==> config.mk <==
export PLATFORM = sky130hd
export DESIGN_NAME = debug_run_ctrl_flat
export DESIGN_NICKNAME = d
export VERILOG_FILES = /design/src/rtl/debug_run_ctrl_if.sv /design/src/rtl/debug_run_ctrl.sv /design/src/flat_wrapper.sv
export SDC_FILE = /design/constraint.sdc
export NUM_CORES = 1
export LEC_CHECK = 0
export CAP_MARGIN = 10
export CORE_ASPECT_RATIO = 0.8
export CORE_MARGIN = 10
export CORE_UTILIZATION = 47
export DETAILED_ROUTE_END_ITERATION = 8
export GPL_TIMING_DRIVEN = 0
export PLACE_DENSITY = 0.85
export RECOVER_POWER = 100
export SKIP_CTS_REPAIR_TIMING = 1
export SLEW_MARGIN = 10
export SYNTH_ARGS = -nofsm -noshare
export SYNTH_HDL_FRONTEND = slang
export SYNTH_SLANG_ARGS = --single-unit
==> constraint.sdc <==
create_clock -name clk -period 1.92 [get_ports clk]
set_input_delay 0.384 -clock clk [delete_from_list [all_inputs] [get_ports clk]]
set_output_delay 0.384 -clock clk [all_outputs]
set_load 0.01 [all_outputs]
==> src/rtl/debug_run_ctrl_if.sv <==
// Signal bundle between the UART receiver / core status and the fetch stage's
// program-load and run-control inputs.
interface debug_run_ctrl_if;
  localparam int unsigned BYTE_W  = 8;
  localparam int unsigned WORD_W  = 32;
  localparam int unsigned STATE_W = 3;

  logic [BYTE_W-1:0]  rx_data;
  logic               rx_valid;
  logic               halt_i;
  logic               loadProgram;
  logic [WORD_W-1:0]  addressInstrucctionProgram;
  logic [WORD_W-1:0]  data_instruction;
  logic               wr_instruction;
  logic               stop_debug;
  logic               load_overflow;
  logic [WORD_W-1:0]  cycle_count;
  logic [STATE_W-1:0] state_o;

  modport master (
    input  rx_data, rx_valid, halt_i,
    output loadProgram, addressInstrucctionProgram, data_instruction,
           wr_instruction, stop_debug, load_overflow, cycle_count, state_o
  );

  modport slave (
    output rx_data, rx_valid, halt_i,
    input  loadProgram, addressInstrucctionProgram, data_instruction,
           wr_instruction, stop_debug, load_overflow, cycle_count, state_o
  );
endinterface

==> src/rtl/debug_run_ctrl.sv <==
// Program-load and run-control sequencer: assembles little-endian words from UART
// bytes, writes them into instruction memory, then gates PC / IF-ID advance.
module debug_run_ctrl #(
  parameter int unsigned MEM_DEPTH = 256,
  parameter logic [31:0] HALT_WORD = 32'hFFFF_FFFF
) (
  input logic             clk,
  input logic             rst,
  debug_run_ctrl_if.master bus
);
  localparam int unsigned BYTE_W = 8;
  localparam int unsigned WORD_W = 32;
  localparam int unsigned BUF_W  = 24;
  localparam logic [WORD_W-1:0] ADDR_LAST = WORD_W'(MEM_DEPTH - 1);

  localparam logic [BYTE_W-1:0] CMD_LOAD  = 8'h4C;
  localparam logic [BYTE_W-1:0] CMD_RUN   = 8'h43;
  localparam logic [BYTE_W-1:0] CMD_STEP  = 8'h53;
  localparam logic [BYTE_W-1:0] CMD_PAUSE = 8'h50;

  typedef enum logic [2:0] {
    IDLE  = 3'd0,
    LOAD  = 3'd1,
    WRITE = 3'd2,
    READY = 3'd3,
    RUN   = 3'd4,
    STEP  = 3'd5,
    DONE  = 3'd6
  } state_t;

  state_t              state;
  logic [1:0]          byteCnt;
  logic [BUF_W-1:0]    wordBuf;
  logic [WORD_W-1:0]   address;
  logic [WORD_W-1:0]   dataWord;
  logic                wrStrobe;
  logic                loadSel;
  logic                stopDbg;
  logic                overflow;
  logic [WORD_W-1:0]   cycles;

  logic cmdLoad, cmdRun, cmdStep, cmdPause;
  assign cmdLoad  = bus.rx_valid && (bus.rx_data == CMD_LOAD);
  assign cmdRun   = bus.rx_valid && (bus.rx_data == CMD_RUN);
  assign cmdStep  = bus.rx_valid && (bus.rx_data == CMD_STEP);
  assign cmdPause = bus.rx_valid && (bus.rx_data == CMD_PAUSE);

  always_ff @(posedge clk) begin
    if (rst) begin
      state    <= IDLE;
      byteCnt  <= 2'd0;
      wordBuf  <= '0;
      address  <= '0;
      dataWord <= '0;
      wrStrobe <= 1'b0;
      loadSel  <= 1'b0;
      stopDbg  <= 1'b1;
      overflow <= 1'b0;
      cycles   <= '0;
    end else begin
      wrStrobe <= 1'b0;
      if (!stopDbg) cycles <= cycles + 32'd1;

      case (state)
        IDLE, READY, DONE: begin
          if (cmdLoad) begin
            state    <= LOAD;
            address  <= '0;
            byteCnt  <= 2'd0;
            cycles   <= '0;
            overflow <= 1'b0;
            loadSel  <= 1'b1;
          end else if (state == READY && cmdRun) begin
            state   <= RUN;
            stopDbg <= 1'b0;
          end else if (state == READY && cmdStep) begin
            state   <= STEP;
            stopDbg <= 1'b0;
          end
        end

        // Every byte here is payload; the fourth completes a word and triggers the write.
        LOAD: begin
          if (bus.rx_valid) begin
            if (byteCnt == 2'd3) begin
              dataWord <= {bus.rx_data, wordBuf};
              wrStrobe <= 1'b1;
              byteCnt  <= 2'd0;
              state    <= WRITE;
            end else begin
              wordBuf[{byteCnt, 3'b000} +: BYTE_W] <= bus.rx_data;
              byteCnt <= byteCnt + 2'd1;
            end
          end
        end

        WRITE: begin
          if (dataWord == HALT_WORD || address == ADDR_LAST) begin
            state   <= READY;
            loadSel <= 1'b0;
            if (dataWord != HALT_WORD) overflow <= 1'b1;
          end else begin
            address <= address + 32'd1;
            state   <= LOAD;
            // A byte landing in the write cycle starts the next word.
            if (bus.rx_valid) begin
              wordBuf[BYTE_W-1:0] <= bus.rx_data;
              byteCnt <= 2'd1;
            end
          end
        end

        RUN: begin
          if (bus.halt_i) begin
            state   <= DONE;
            stopDbg <= 1'b1;
          end else if (cmdPause) begin
            state   <= READY;
            stopDbg <= 1'b1;
          end
        end

        STEP: begin
          stopDbg <= 1'b1;
          state   <= bus.halt_i ? DONE : READY;
        end

        default: begin
          state   <= IDLE;
          stopDbg <= 1'b1;
          loadSel <= 1'b0;
        end
      endcase
    end
  end

  assign bus.loadProgram                = loadSel;
  assign bus.addressInstrucctionProgram = address;
  assign bus.data_instruction           = dataWord;
  assign bus.wr_instruction             = wrStrobe;
  assign bus.stop_debug                 = stopDbg;
  assign bus.load_overflow              = overflow;
  assign bus.cycle_count                = cycles;
  assign bus.state_o                    = state;
endmodule

==> src/flat_wrapper.sv <==
// flat-port wrapper written by rule: the top's interface ports become plain ports
module debug_run_ctrl_flat 
#(
  parameter int unsigned MEM_DEPTH = 256,
  parameter logic [31:0] HALT_WORD = 32'hFFFF_FFFF
)
  (clk, rst, bus_rx_data, bus_rx_valid, bus_halt_i, bus_loadProgram, bus_addressInstrucctionProgram, bus_data_instruction, bus_wr_instruction, bus_stop_debug, bus_load_overflow, bus_cycle_count, bus_state_o);
  debug_run_ctrl_if bus_i ();
  input logic clk;
  input logic rst;
  input wire logic [$bits(bus_i.rx_data)-1:0] bus_rx_data;
  input wire logic [$bits(bus_i.rx_valid)-1:0] bus_rx_valid;
  input wire logic [$bits(bus_i.halt_i)-1:0] bus_halt_i;
  output wire logic [$bits(bus_i.loadProgram)-1:0] bus_loadProgram;
  output wire logic [$bits(bus_i.addressInstrucctionProgram)-1:0] bus_addressInstrucctionProgram;
  output wire logic [$bits(bus_i.data_instruction)-1:0] bus_data_instruction;
  output wire logic [$bits(bus_i.wr_instruction)-1:0] bus_wr_instruction;
  output wire logic [$bits(bus_i.stop_debug)-1:0] bus_stop_debug;
  output wire logic [$bits(bus_i.load_overflow)-1:0] bus_load_overflow;
  output wire logic [$bits(bus_i.cycle_count)-1:0] bus_cycle_count;
  output wire logic [$bits(bus_i.state_o)-1:0] bus_state_o;
  assign bus_i.rx_data = bus_rx_data;
  assign bus_i.rx_valid = bus_rx_valid;
  assign bus_i.halt_i = bus_halt_i;
  assign bus_loadProgram = bus_i.loadProgram;
  assign bus_addressInstrucctionProgram = bus_i.addressInstrucctionProgram;
  assign bus_data_instruction = bus_i.data_instruction;
  assign bus_wr_instruction = bus_i.wr_instruction;
  assign bus_stop_debug = bus_i.stop_debug;
  assign bus_load_overflow = bus_i.load_overflow;
  assign bus_cycle_count = bus_i.cycle_count;
  assign bus_state_o = bus_i.state_o;
  debug_run_ctrl #(.MEM_DEPTH(MEM_DEPTH), .HALT_WORD(HALT_WORD)) u_core (.clk(clk), .rst(rst), .bus(bus_i));
endmodule
==> flow_results.xml, run 1 <==
<?xml version="1.0" encoding="UTF-8"?>
<metrics>
  <group name="synth">
    <metric name="synth-async-reset-ratio" unit="%">0</metric>
    <metric name="synth_register_bits" unit="">129</metric>
    <metric name="synth.distinct_cells" unit="">50</metric>
    <metric name="syn_area" unit="um2">5770</metric>
    <metric name="synth_enable_flop_cells" unit="">0</metric>
    <metric name="synth.yosys.seq_area_share" unit="%">44.7</metric>
    <metric name="synthesis.area_per_instance" unit="um2">8.13</metric>
    <metric name="synthesis.nets" unit="">729</metric>
    <metric name="dominantRegCellSynth" unit="">sky130_fd_sc_hd__dfxtp_1</metric>
    <metric name="yosys_warnings" unit="">0</metric>
    <metric name="netlist_instances" unit="">710</metric>
  </group>
  <group name="sta">
    <metric name="setup_repair_after_global_routing_missed_its_margin" unit="">yes</metric>
    <metric name="max_freq" unit="MHz">428</metric>
    <metric name="worst_slew_margin_rel" unit="%">59.1</metric>
    <metric name="setup_viol" unit="">122</metric>
    <metric name="post-route-min-period" unit="ns">2.34</metric>
    <metric name="fin_worst_skew" unit="ns">0.0102</metric>
    <metric name="transition_time_of_the_tightest_slew_check_pin" unit="ns">0.613</metric>
    <metric name="timing.final.crit_share" unit="%">122</metric>
    <metric name="finalWorstSetupSlack" unit="ns">-0.417</metric>
    <metric name="drv_slew" unit="">0</metric>
    <metric name="hold_viol_final" unit="">0</metric>
  </group>
  <group name="floorplanning">
    <metric name="placement_rows" unit="">36</metric>
    <metric name="placeable_core_area" unit="um2">12100</metric>
    <metric name="die_x" unit="um">144</metric>
    <metric name="die-height" unit="um">119</metric>
    <metric name="io_pins" unit="">115</metric>
    <metric name="design.die.area" unit="um2">17100</metric>
    <metric name="starting_density_of_the_core" unit="%">47.6</metric>
  </group>
  <group name="route">
    <metric name="drtIter0Drc" unit="">651</metric>
    <metric name="wl" unit="um">18600</metric>
    <metric name="drt_first_pass_iters" unit="">5</metric>
    <metric name="viasPerCell" unit="">5.81</metric>
    <metric name="remaining_drc_errors" unit="">0</metric>
    <metric name="route.vias.total" unit="">5992</metric>
    <metric name="wl_per_cell" unit="um">18.0</metric>
    <metric name="route.antenna.remaining_nets" unit="">0</metric>
  </group>
  <group name="cells_and_area">
    <metric name="final_layout_fill_cell_count" unit="">890</metric>
    <metric name="layout-drive-gt1-share" unit="%">23.1</metric>
    <metric name="final_util" unit="%">70.0</metric>
    <metric name="multi_input_area" unit="um2">3360</metric>
    <metric name="syn2layout_area_growth" unit="%">46.8</metric>
    <metric name="layout.cells.most_common" unit="">sky130_fd_sc_hd__nand2_1</metric>
    <metric name="num_antenna_cells" unit="">0</metric>
    <metric name="final_nets" unit="">885</metric>
    <metric name="layout.area.seq" unit="um2">2650</metric>
    <metric name="layout_common_cells" unit="">120 x sky130_fd_sc_hd__nand2_1, 104 x sky130_fd_sc_hd__clkdlybuf4s50_1, 84 x sky130_fd_sc_hd__dfxtp_1, 75 x sky130_fd_sc_hd__a21oi_1, 47 x sky130_fd_sc_hd__nor2_1</metric>
  </group>
  <group name="placed_design">
    <metric name="numPortBuffers" unit="">111</metric>
    <metric name="globalplace.congestion" unit="">0.909</metric>
    <metric name="dpl.hpwl" unit="um">11700</metric>
  </group>
  <group name="pwr">
    <metric name="p_total" unit="mW">6.69</metric>
    <metric name="power_leakage" unit="nW">3.01</metric>
    <metric name="power.density_cell_area" unit="nW/um2">790</metric>
    <metric name="ir_drop" unit="V">0.000757</metric>
  </group>
  <group name="clock_network">
    <metric name="h-tree-depth" unit="">4</metric>
    <metric name="clock_sinks" unit="">129</metric>
    <metric name="cts_buffers" unit="">17</metric>
    <metric name="worst_path_clk_slew" unit="ns">0.06</metric>
    <metric name="cts_buffer_depth" unit="">2</metric>
    <metric name="cts.root.buffer_cell" unit="">sky130_fd_sc_hd__clkbuf_16</metric>
    <metric name="clk_latency" unit="ns">0.42</metric>
    <metric name="tritoncts_clock_tree" unit="">built</metric>
  </group>
  <group name="critical_path">
    <metric name="required" unit="ns">2.25</metric>
    <metric name="critPathArrivalTime" unit="ns">2.66</metric>
    <metric name="timing.setup.critical_path_class" unit="">flop to flop</metric>
    <metric name="timing.critical_path.to_type" unit="">flop</metric>
    <metric name="setup.worst_path.start_class" unit="">flop</metric>
    <metric name="worst-path-max-fanout" unit="">6</metric>
  </group>
  <group name="global_route">
    <metric name="grt_antenna_before_repair" unit="">0</metric>
    <metric name="wire_length_of_the_first_global_routing_pass" unit="um">26900</metric>
    <metric name="global_route.usage.met2" unit="%">28.1</metric>
    <metric name="grtUsageMet3" unit="%">6.00</metric>
    <metric name="grt_start_max_net_pins" unit="">17</metric>
    <metric name="gr-usage-all-layers" unit="%">19.0</metric>
    <metric name="overflow" unit="">0</metric>
    <metric name="met1_usage" unit="%">25.8</metric>
    <metric name="first_global_vias" unit="">5291</metric>
    <metric name="grt.busiest_layer" unit="">met2</metric>
  </group>
  <group name="run_status">
    <metric name="run_status" unit="">complete, but fails checks</metric>
    <metric name="violations_in_the_final_reports" unit="">setup timing</metric>
  </group>
  <group name="min_path">
    <metric name="min-delay-path-class" unit="">primary input to flop</metric>
  </group>
  <group name="run">
    <metric name="maxCapViolCount" unit="">0</metric>
  </group>
</metrics>
## stage by stage
| stage | cell area (um2) | hold WS (ns) | setup slack (ns) | setup TNS [ns] | std cells |
|---|---|---|---|---|---|
| 3_5_place_dp | 7210 | 0.444 | -1.29 | -88.28 | 973 |
| 2_1_floorplan | 5910 | 0.425 | -0.0436 | -0.151 | 710 |
| 4_1_cts | 7900 | 0.262 | -0.871 | -62.41 | 1005 |
| 3_3_place_gp | 7210 | 0.441 | -1.23 | -85.37 | 973 |
| 5_1_grt | 8480 | 0.277 | -0.509 | -29.59 | 1031 |
| 6_report | 8480 | 0.271 | -0.417 | -15.29 | 1031 |
## final timing paths
path / start / endpoint / slack [ns] / cells past startpoint
max reg2reg: u_core.bus.addressInstrucctionProgram[9] / u_core.bus.addressInstrucctionProgram[17] / -0.42 / 8
min reg2reg: u_core.wordBuf[9] / u_core.bus.data_instruction[9] / 0.44 / 2
max: u_core.bus.addressInstrucctionProgram[9] / u_core.bus.addressInstrucctionProgram[17] / -0.42 / 8
min: bus_rx_data[0] / u_core.wordBuf[0] / 0.27 / 3
## synthesized netlist by cell type, drive strengths merged, types with 2 or more instances
master	number	area, um2
dfxtp	129	2580
nand2	124	465
a21oi	81	405
nor2	49	184
nand3	37	185
nand4	30	188
o21ai	28	151
xor2	27	236
clkbuf	26	97.6
or3	19	119
nor3	14	70.1
buf	12	57.6
inv	12	45.0
o21a	12	90.1
nand2b	11	68.8
mux2i	10	100
and3	9	56.3
and4	9	78.8
nor4	9	62.6
ha	7	87.6
nor2b	5	31.3
or4	5	37.5
and2	4	25.0
o211ai	4	30.0
o31ai	4	30.0
xnor2	4	35.0
nor3b	3	22.5
a211oi	2	15.0
a21o	2	15.0
a22oi	2	15.0
a31o	2	17.5
and4b	2	20.0
nor4b	2	23.8
o2111ai	2	17.5
o31a	2	17.5
or2	2	12.5
## state kept, by name, summed over array words and instances, names as in the netlist
name	flops
u_core.byteCnt	2
u_core.bus.loadProgram	1
u_core.bus.load_overflow	1
u_core.bus.cycle_count	32
u_core.bus.stop_debug	1
u_core.bus.addressInstrucctionProgram	32
u_core.bus.data_instruction	32
u_core.wordBuf	24
u_core.bus.state_o	3
u_core.bus.wr_instruction	1
## routing by layer
metal / vias up / routed length [um]
li1: 2834 / -
met1: 2826 / 7870
met2: 292 / 8530
met3: 40 / 1790
met4: 0 / 398
met5: - / 0
## power breakdown
part	switching [mW]	internal, mW	leakage, nW
clock network	1.24	2.52	0.331
registers	0.00598	2.68	1.06
logic	0.160	0.0917	1.62
total	1.41	5.28	3.01
## logic make-up (layout without fill, tap and decap cells)
group	count (synthesis)	in the layout	share of synthesized area (%)
compound gates	145	146	14.6
xor+xnor	31	31	4.70
fa+ha+maj	7	7	1.52
buf+inv	50	218	3.47
flops	129	129	44.7
mux	10	10	1.73
simple gates	338	338	29.2
## worst max-delay path, stage by stage, from the launching register on
cell and delay, ns:
sky130_fd_sc_hd__dfxtp_2 0.38, sky130_fd_sc_hd__nor4_4 0.36, sky130_fd_sc_hd__nand4_1 0.24, sky130_fd_sc_hd__o2bb2a_4 0.31, sky130_fd_sc_hd__o211ai_1 0.32, sky130_fd_sc_hd__buf_4 0.24, sky130_fd_sc_hd__clkbuf_16 0.16, sky130_fd_sc_hd__o21ai_2 0.05
sky130_fd_sc_hd__a21oi_1 0.18
## final cells by class
class,instances,area share (%)
buffer,33,2.61
clock buffer,20,5.39
clock inverter,12,2.69
inverter,12,0.531
multi-input combinational,532,39.6
sequential,129,31.3
tap,152,2.24
timing repair buffer,141,15.6
Note: power is estimated with default switching activity, not from simulation.
==> run 2: changes to the inputs <==
--- a/config.mk
+++ b/config.mk
@@ -6,12 +6,11 @@
 export NUM_CORES = 1
 export LEC_CHECK = 0
 export CAP_MARGIN = 10
-export CORE_ASPECT_RATIO = 0.8
 export CORE_MARGIN = 10
 export CORE_UTILIZATION = 47
 export DETAILED_ROUTE_END_ITERATION = 8
 export GPL_TIMING_DRIVEN = 0
-export PLACE_DENSITY = 0.85
+export PLACE_DENSITY = 0.87
 export RECOVER_POWER = 100
 export SKIP_CTS_REPAIR_TIMING = 1
 export SLEW_MARGIN = 10
==> flow_results.xml, run 2 (synthesis results as in run 1) <==
<?xml version="1.0" encoding="UTF-8"?>
<metrics>
  <group name="run_status">
    <metric name="run_status" unit="">complete, but fails checks</metric>
    <metric name="violations_in_the_final_reports" unit="">setup timing</metric>
  </group>
  <group name="min_path">
    <metric name="min-delay-path-class" unit="">primary input to flop</metric>
    <metric name="min_to" unit="">u_core.bus.data_instruction[24]</metric>
    <metric name="holdCritStartpoint" unit="">bus_rx_data[0]</metric>
    <metric name="worst_hold_path.num_cells" unit="">3</metric>
  </group>
  <group name="cells_and_area">
    <metric name="layout.cells.most_common" unit="">sky130_fd_sc_hd__nand2_1</metric>
    <metric name="num_antenna_cells" unit="">0</metric>
    <metric name="syn2layout_area_growth" unit="%">41.5</metric>
    <metric name="layout_common_cells" unit="">121 x sky130_fd_sc_hd__nand2_1, 104 x sky130_fd_sc_hd__clkdlybuf4s50_1, 100 x sky130_fd_sc_hd__dfxtp_1, 74 x sky130_fd_sc_hd__a21oi_1, 48 x sky130_fd_sc_hd__nor2_1</metric>
    <metric name="final_util" unit="%">68.0</metric>
    <metric name="layout-drive-gt1-share" unit="%">19.6</metric>
    <metric name="final_nets" unit="">873</metric>
  </group>
  <group name="critical_path">
    <metric name="setup.worst_path.start_class" unit="">flop</metric>
    <metric name="timing.setup.critical_path_class" unit="">flop to flop</metric>
    <metric name="timing.critical_path.to_type" unit="">flop</metric>
    <metric name="required" unit="ns">2.23</metric>
    <metric name="critPathArrivalTime" unit="ns">2.53</metric>
    <metric name="path_buf_inv" unit="">2</metric>
    <metric name="critical-path-max-stage-delay" unit="ns">0.37</metric>
    <metric name="worst-r2r-setup-slack" unit="ns">-0.31</metric>
    <metric name="r2r_end" unit="">u_core.bus.addressInstrucctionProgram[11]</metric>
    <metric name="worst-path-max-fanout" unit="">8</metric>
    <metric name="crit_path_top_delay_cell" unit="">sky130_fd_sc_hd__dfxtp_1</metric>
    <metric name="critical_path.top_delay_family" unit="">simple AND/OR/NAND/NOR gates</metric>
    <metric name="r2r-start" unit="">u_core.bus.addressInstrucctionProgram[22]</metric>
    <metric name="timing.critical_path.cells" unit="">nor4_2 -&gt; nand4_1 -&gt; o2bb2a_4 -&gt; o211ai_1 -&gt; buf_4 -&gt; buf_8 -&gt; xnor2_2 -&gt; nor2_1</metric>
    <metric name="worst-r2r-cell-count" unit="">8</metric>
  </group>
  <group name="route">
    <metric name="drtIter0Drc" unit="">497</metric>
    <metric name="route.vias.total" unit="">5896</metric>
    <metric name="viasPerCell" unit="">5.81</metric>
    <metric name="wl_per_cell" unit="um">17.5</metric>
    <metric name="route.antenna.remaining_nets" unit="">0</metric>
    <metric name="drt_first_pass_iters" unit="">5</metric>
    <metric name="remaining_drc_errors" unit="">0</metric>
    <metric name="wl" unit="um">17700</metric>
  </group>
  <group name="sta">
    <metric name="finalWorstSetupSlack" unit="ns">-0.307</metric>
    <metric name="fin_worst_skew" unit="ns">0.0131</metric>
    <metric name="max_freq" unit="MHz">449</metric>
    <metric name="hold_viol_final" unit="">0</metric>
    <metric name="final.setup.tns" unit="ns">-9.39</metric>
    <metric name="setup_viol" unit="">45</metric>
    <metric name="post-route-min-period" unit="ns">2.23</metric>
    <metric name="setup_repair_after_global_routing_missed_its_margin" unit="">yes</metric>
    <metric name="transition_time_of_the_tightest_slew_check_pin" unit="ns">0.676</metric>
    <metric name="timing.final.crit_share" unit="%">116</metric>
    <metric name="drv_slew" unit="">0</metric>
    <metric name="worst_slew_margin_rel" unit="%">54.9</metric>
  </group>
  <group name="clock_network">
    <metric name="cts.root.buffer_cell" unit="">sky130_fd_sc_hd__clkbuf_16</metric>
    <metric name="cts_buffers" unit="">17</metric>
    <metric name="h-tree-depth" unit="">4</metric>
    <metric name="clk_latency" unit="ns">0.42</metric>
    <metric name="clock_sinks" unit="">129</metric>
    <metric name="worst_path_clk_slew" unit="ns">0.06</metric>
    <metric name="cts_buffer_depth" unit="">2</metric>
    <metric name="tritoncts_clock_tree" unit="">built</metric>
  </group>
  <group name="placed_design">
    <metric name="dpl.hpwl" unit="um">11800</metric>
    <metric name="numPortBuffers" unit="">111</metric>
    <metric name="globalplace.congestion" unit="">0.890</metric>
  </group>
  <group name="global_route">
    <metric name="wire_length_of_the_first_global_routing_pass" unit="um">26000</metric>
    <metric name="gr-usage-all-layers" unit="%">19.0</metric>
    <metric name="overflow" unit="">0</metric>
    <metric name="grt_antenna_before_repair" unit="">0</metric>
    <metric name="first_global_vias" unit="">5084</metric>
    <metric name="grt_start_max_net_pins" unit="">17</metric>
  </group>
  <group name="floorplanning">
    <metric name="design.die.area" unit="um2">17100</metric>
    <metric name="die-height" unit="um">131</metric>
    <metric name="starting_density_of_the_core" unit="%">48.1</metric>
    <metric name="io_pins" unit="">115</metric>
    <metric name="placement_rows" unit="">40</metric>
    <metric name="die_x" unit="um">131</metric>
    <metric name="placeable_core_area" unit="um2">12000</metric>
  </group>
  <group name="pwr">
    <metric name="p_total" unit="mW">5.99</metric>
    <metric name="ir_drop" unit="V">0.000520</metric>
    <metric name="power.density_cell_area" unit="nW/um2">733</metric>
    <metric name="power_leakage" unit="nW">2.85</metric>
  </group>
  <group name="run">
    <metric name="maxCapViolCount" unit="">0</metric>
  </group>
</metrics>
## run 2: final cells by class
type,count,area (um2)
Fill cell,959,3840
Multi-Input combinational cell,531,3300
Sequential cell,129,2630
Timing Repair Buffer,130,1240
Clock buffer,19,453
Buffer,33,210
Tap cell,147,184
Clock inverter,13,111
Inverter,12,45.0
## run 2: worst max path at each step
stage | from | end | slack, ns | cells after the start
final | u_core.bus.addressInstrucctionProgram[22] | u_core.bus.addressInstrucctionProgram[11] | -0.31 | 8
after global routing | u_core.bus.addressInstrucctionProgram[22] | u_core.bus.addressInstrucctionProgram[22] | -0.38 | 8
after CTS | bus_rx_data[7] | u_core.bus.addressInstrucctionProgram[16] | -0.98 | 7
after detailed placement | bus_rx_data[7] | u_core.bus.addressInstrucctionProgram[16] | -1.40 | 7
after global placement | bus_rx_data[7] | u_core.bus.addressInstrucctionProgram[15] | -1.30 | 7
after floorplan | bus_rx_data[0] | u_core.bus.addressInstrucctionProgram[25] | -0.04 | 7
## run 2: worst reg2reg max path: stages, from the launching register on
cell	delay [ns]
sky130_fd_sc_hd__dfxtp_1	0.37
sky130_fd_sc_hd__nor4_2	0.37
sky130_fd_sc_hd__nand4_1	0.21
sky130_fd_sc_hd__o2bb2a_4	0.30
sky130_fd_sc_hd__o211ai_1	0.30
sky130_fd_sc_hd__buf_4	0.24
sky130_fd_sc_hd__buf_8	0.16
sky130_fd_sc_hd__xnor2_2	0.12
sky130_fd_sc_hd__nor2_1	0.06
## run 2: metrics by stage
stage,cell area [um2],std cells,hold WS [ns],setup slack [ns]
after floorplan,5910,710,0.425,-0.0436
after global placement,7200,968,0.440,-1.30
after detailed placement,7200,968,0.443,-1.40
after CTS,7770,1000,0.260,-0.978
after global routing,8170,1014,0.265,-0.380
final,8170,1014,0.267,-0.307
## run 2: where the power goes
group          internal, mW  switching, mW
Clock                  1.84           1.23
Sequential             2.68        0.00671
Combinational        0.0798          0.153
## run 2: metal layers
metal	track usage [%]	share of wire, %	vias to the layer above
li1	-	-	2800
met1	23.9	42	2829
met2	30.5	48	222
met3	5.36	7.4	45
met4	6.80	2.1	0
met5	0	0	-
==> variant (flow settings as in run 1) <==
Reset style: asynchronous (`rst`), changed in one clocked block.
--- a/src/rtl/debug_run_ctrl.sv
+++ b/src/rtl/debug_run_ctrl.sv
@@ -47,3 +47,3 @@
 
-  always_ff @(posedge clk) begin
+  always_ff @(posedge clk or posedge rst) begin
     if (rst) begin
Check against the original RTL: differs if rst is asserted again (counterexample within 4 cycles, from zero or initial values and one cycle with rst high); with rst held inactive, the same outputs for 10 cycles.
==> variant against run 1 <==
The flow finishes with violations (capacitance limit, setup timing). Maximum frequency up 14%. Final cell count down 1.7%. Non-clock buffer count up 17. Core utilization up 0.44 points. Setup slack better by 0.29 ns. Cell area up 8.0%. Routed wire length up 6.2%. Area after synthesis up 9.6%. Sequential cell count unchanged. Worst hold slack better by 0.046 ns.
Power is not compared: it rests on default switching activity, and its combinational part moved more than twofold at a synthesized area within 25%.
==> variant: results (changes against run 1) <==
In this run the most critical hold path is launched from bus_rx_data[7]. The least setup slack across all paths after layout was -0.130 ns (+0.287 ns). The cell family contributing the most delay on the critical path is simple AND/OR/NAND/NOR gates.

The met2 wire length came to 9.22 mm (+8.0%). The summed area of non-filler cells in the final layout is 9160 um2 (+8.0%). The critical-path maximum fanout came to 8 (+2). The largest individual stage delay along the critical path comes from the cell sky130_fd_sc_hd__nor4_4.

The area growth from synthesis to layout came out at 44.8%. The global-route total usage across every layer came to 18.6% (-0.35 points). The run finished, with violations left. The checks that failed: capacitance limit, setup timing. The maximum cell stage delay along the critical path is 0.48 ns (+0.10 ns). The actual transition at the worst max-transition pin was 1.46 ns (+0.846 ns).

The via count of the first global-routing pass came out at 5392 (+1.9%). The routed via count divided by cell count came out at 5.96 (+2.5%). The wire length on met3 is 2.10 mm (+17%). The pre-CTS worst setup slack is -0.918 ns (+0.374 ns). The multi-input logic portion of the cell area is 35.3% (-4.3 points). The sum of routed wire segments on met1 is 8.18 mm (+3.9%).

The synthesized area per cell came to 9.84 um2 (+21%). The share of layout cells above drive strength 1 is 26.6% (+3.5 points). The number of failing setup endpoints in the final timing report is 109 (-11%). The number of ordinary and repair buffers in the finished layout came out at 191 (+9.8%).

The number of max-cap violations is 1 (+1). The post-layout net count came out at 844 (-4.6%).
-- variant: cell count changes in the layout (fill, tap and decap cells not counted), moves of 21 or more --
cell / before / now
sky130_fd_sc_hd__a21oi_1: 75 / 22
sky130_fd_sc_hd__clkdlybuf4s50_1: 104 / 44
sky130_fd_sc_hd__dfrtp_1: 0 / 114
sky130_fd_sc_hd__dfxtp_1: 84 / 0
sky130_fd_sc_hd__dfxtp_2: 39 / 0
sky130_fd_sc_hd__dlygate4sd3_1: 0 / 58
sky130_fd_sc_hd__mux2_2: 0 / 33
sky130_fd_sc_hd__nand2_1: 120 / 76
sky130_fd_sc_hd__o21ai_0: 14 / 35
sky130_fd_sc_hd__o21ai_1: 6 / 33
-- variant: cells by family after synthesis --
group	synth area share, %
AOI/OAI and AO/OA	12.9
xor gates and xnor gates	3.60
adders and majority gates	1.38
buffers and inverters	2.69
DFF	51.1
muxes	6.90
and+or+nand+nor	21.5
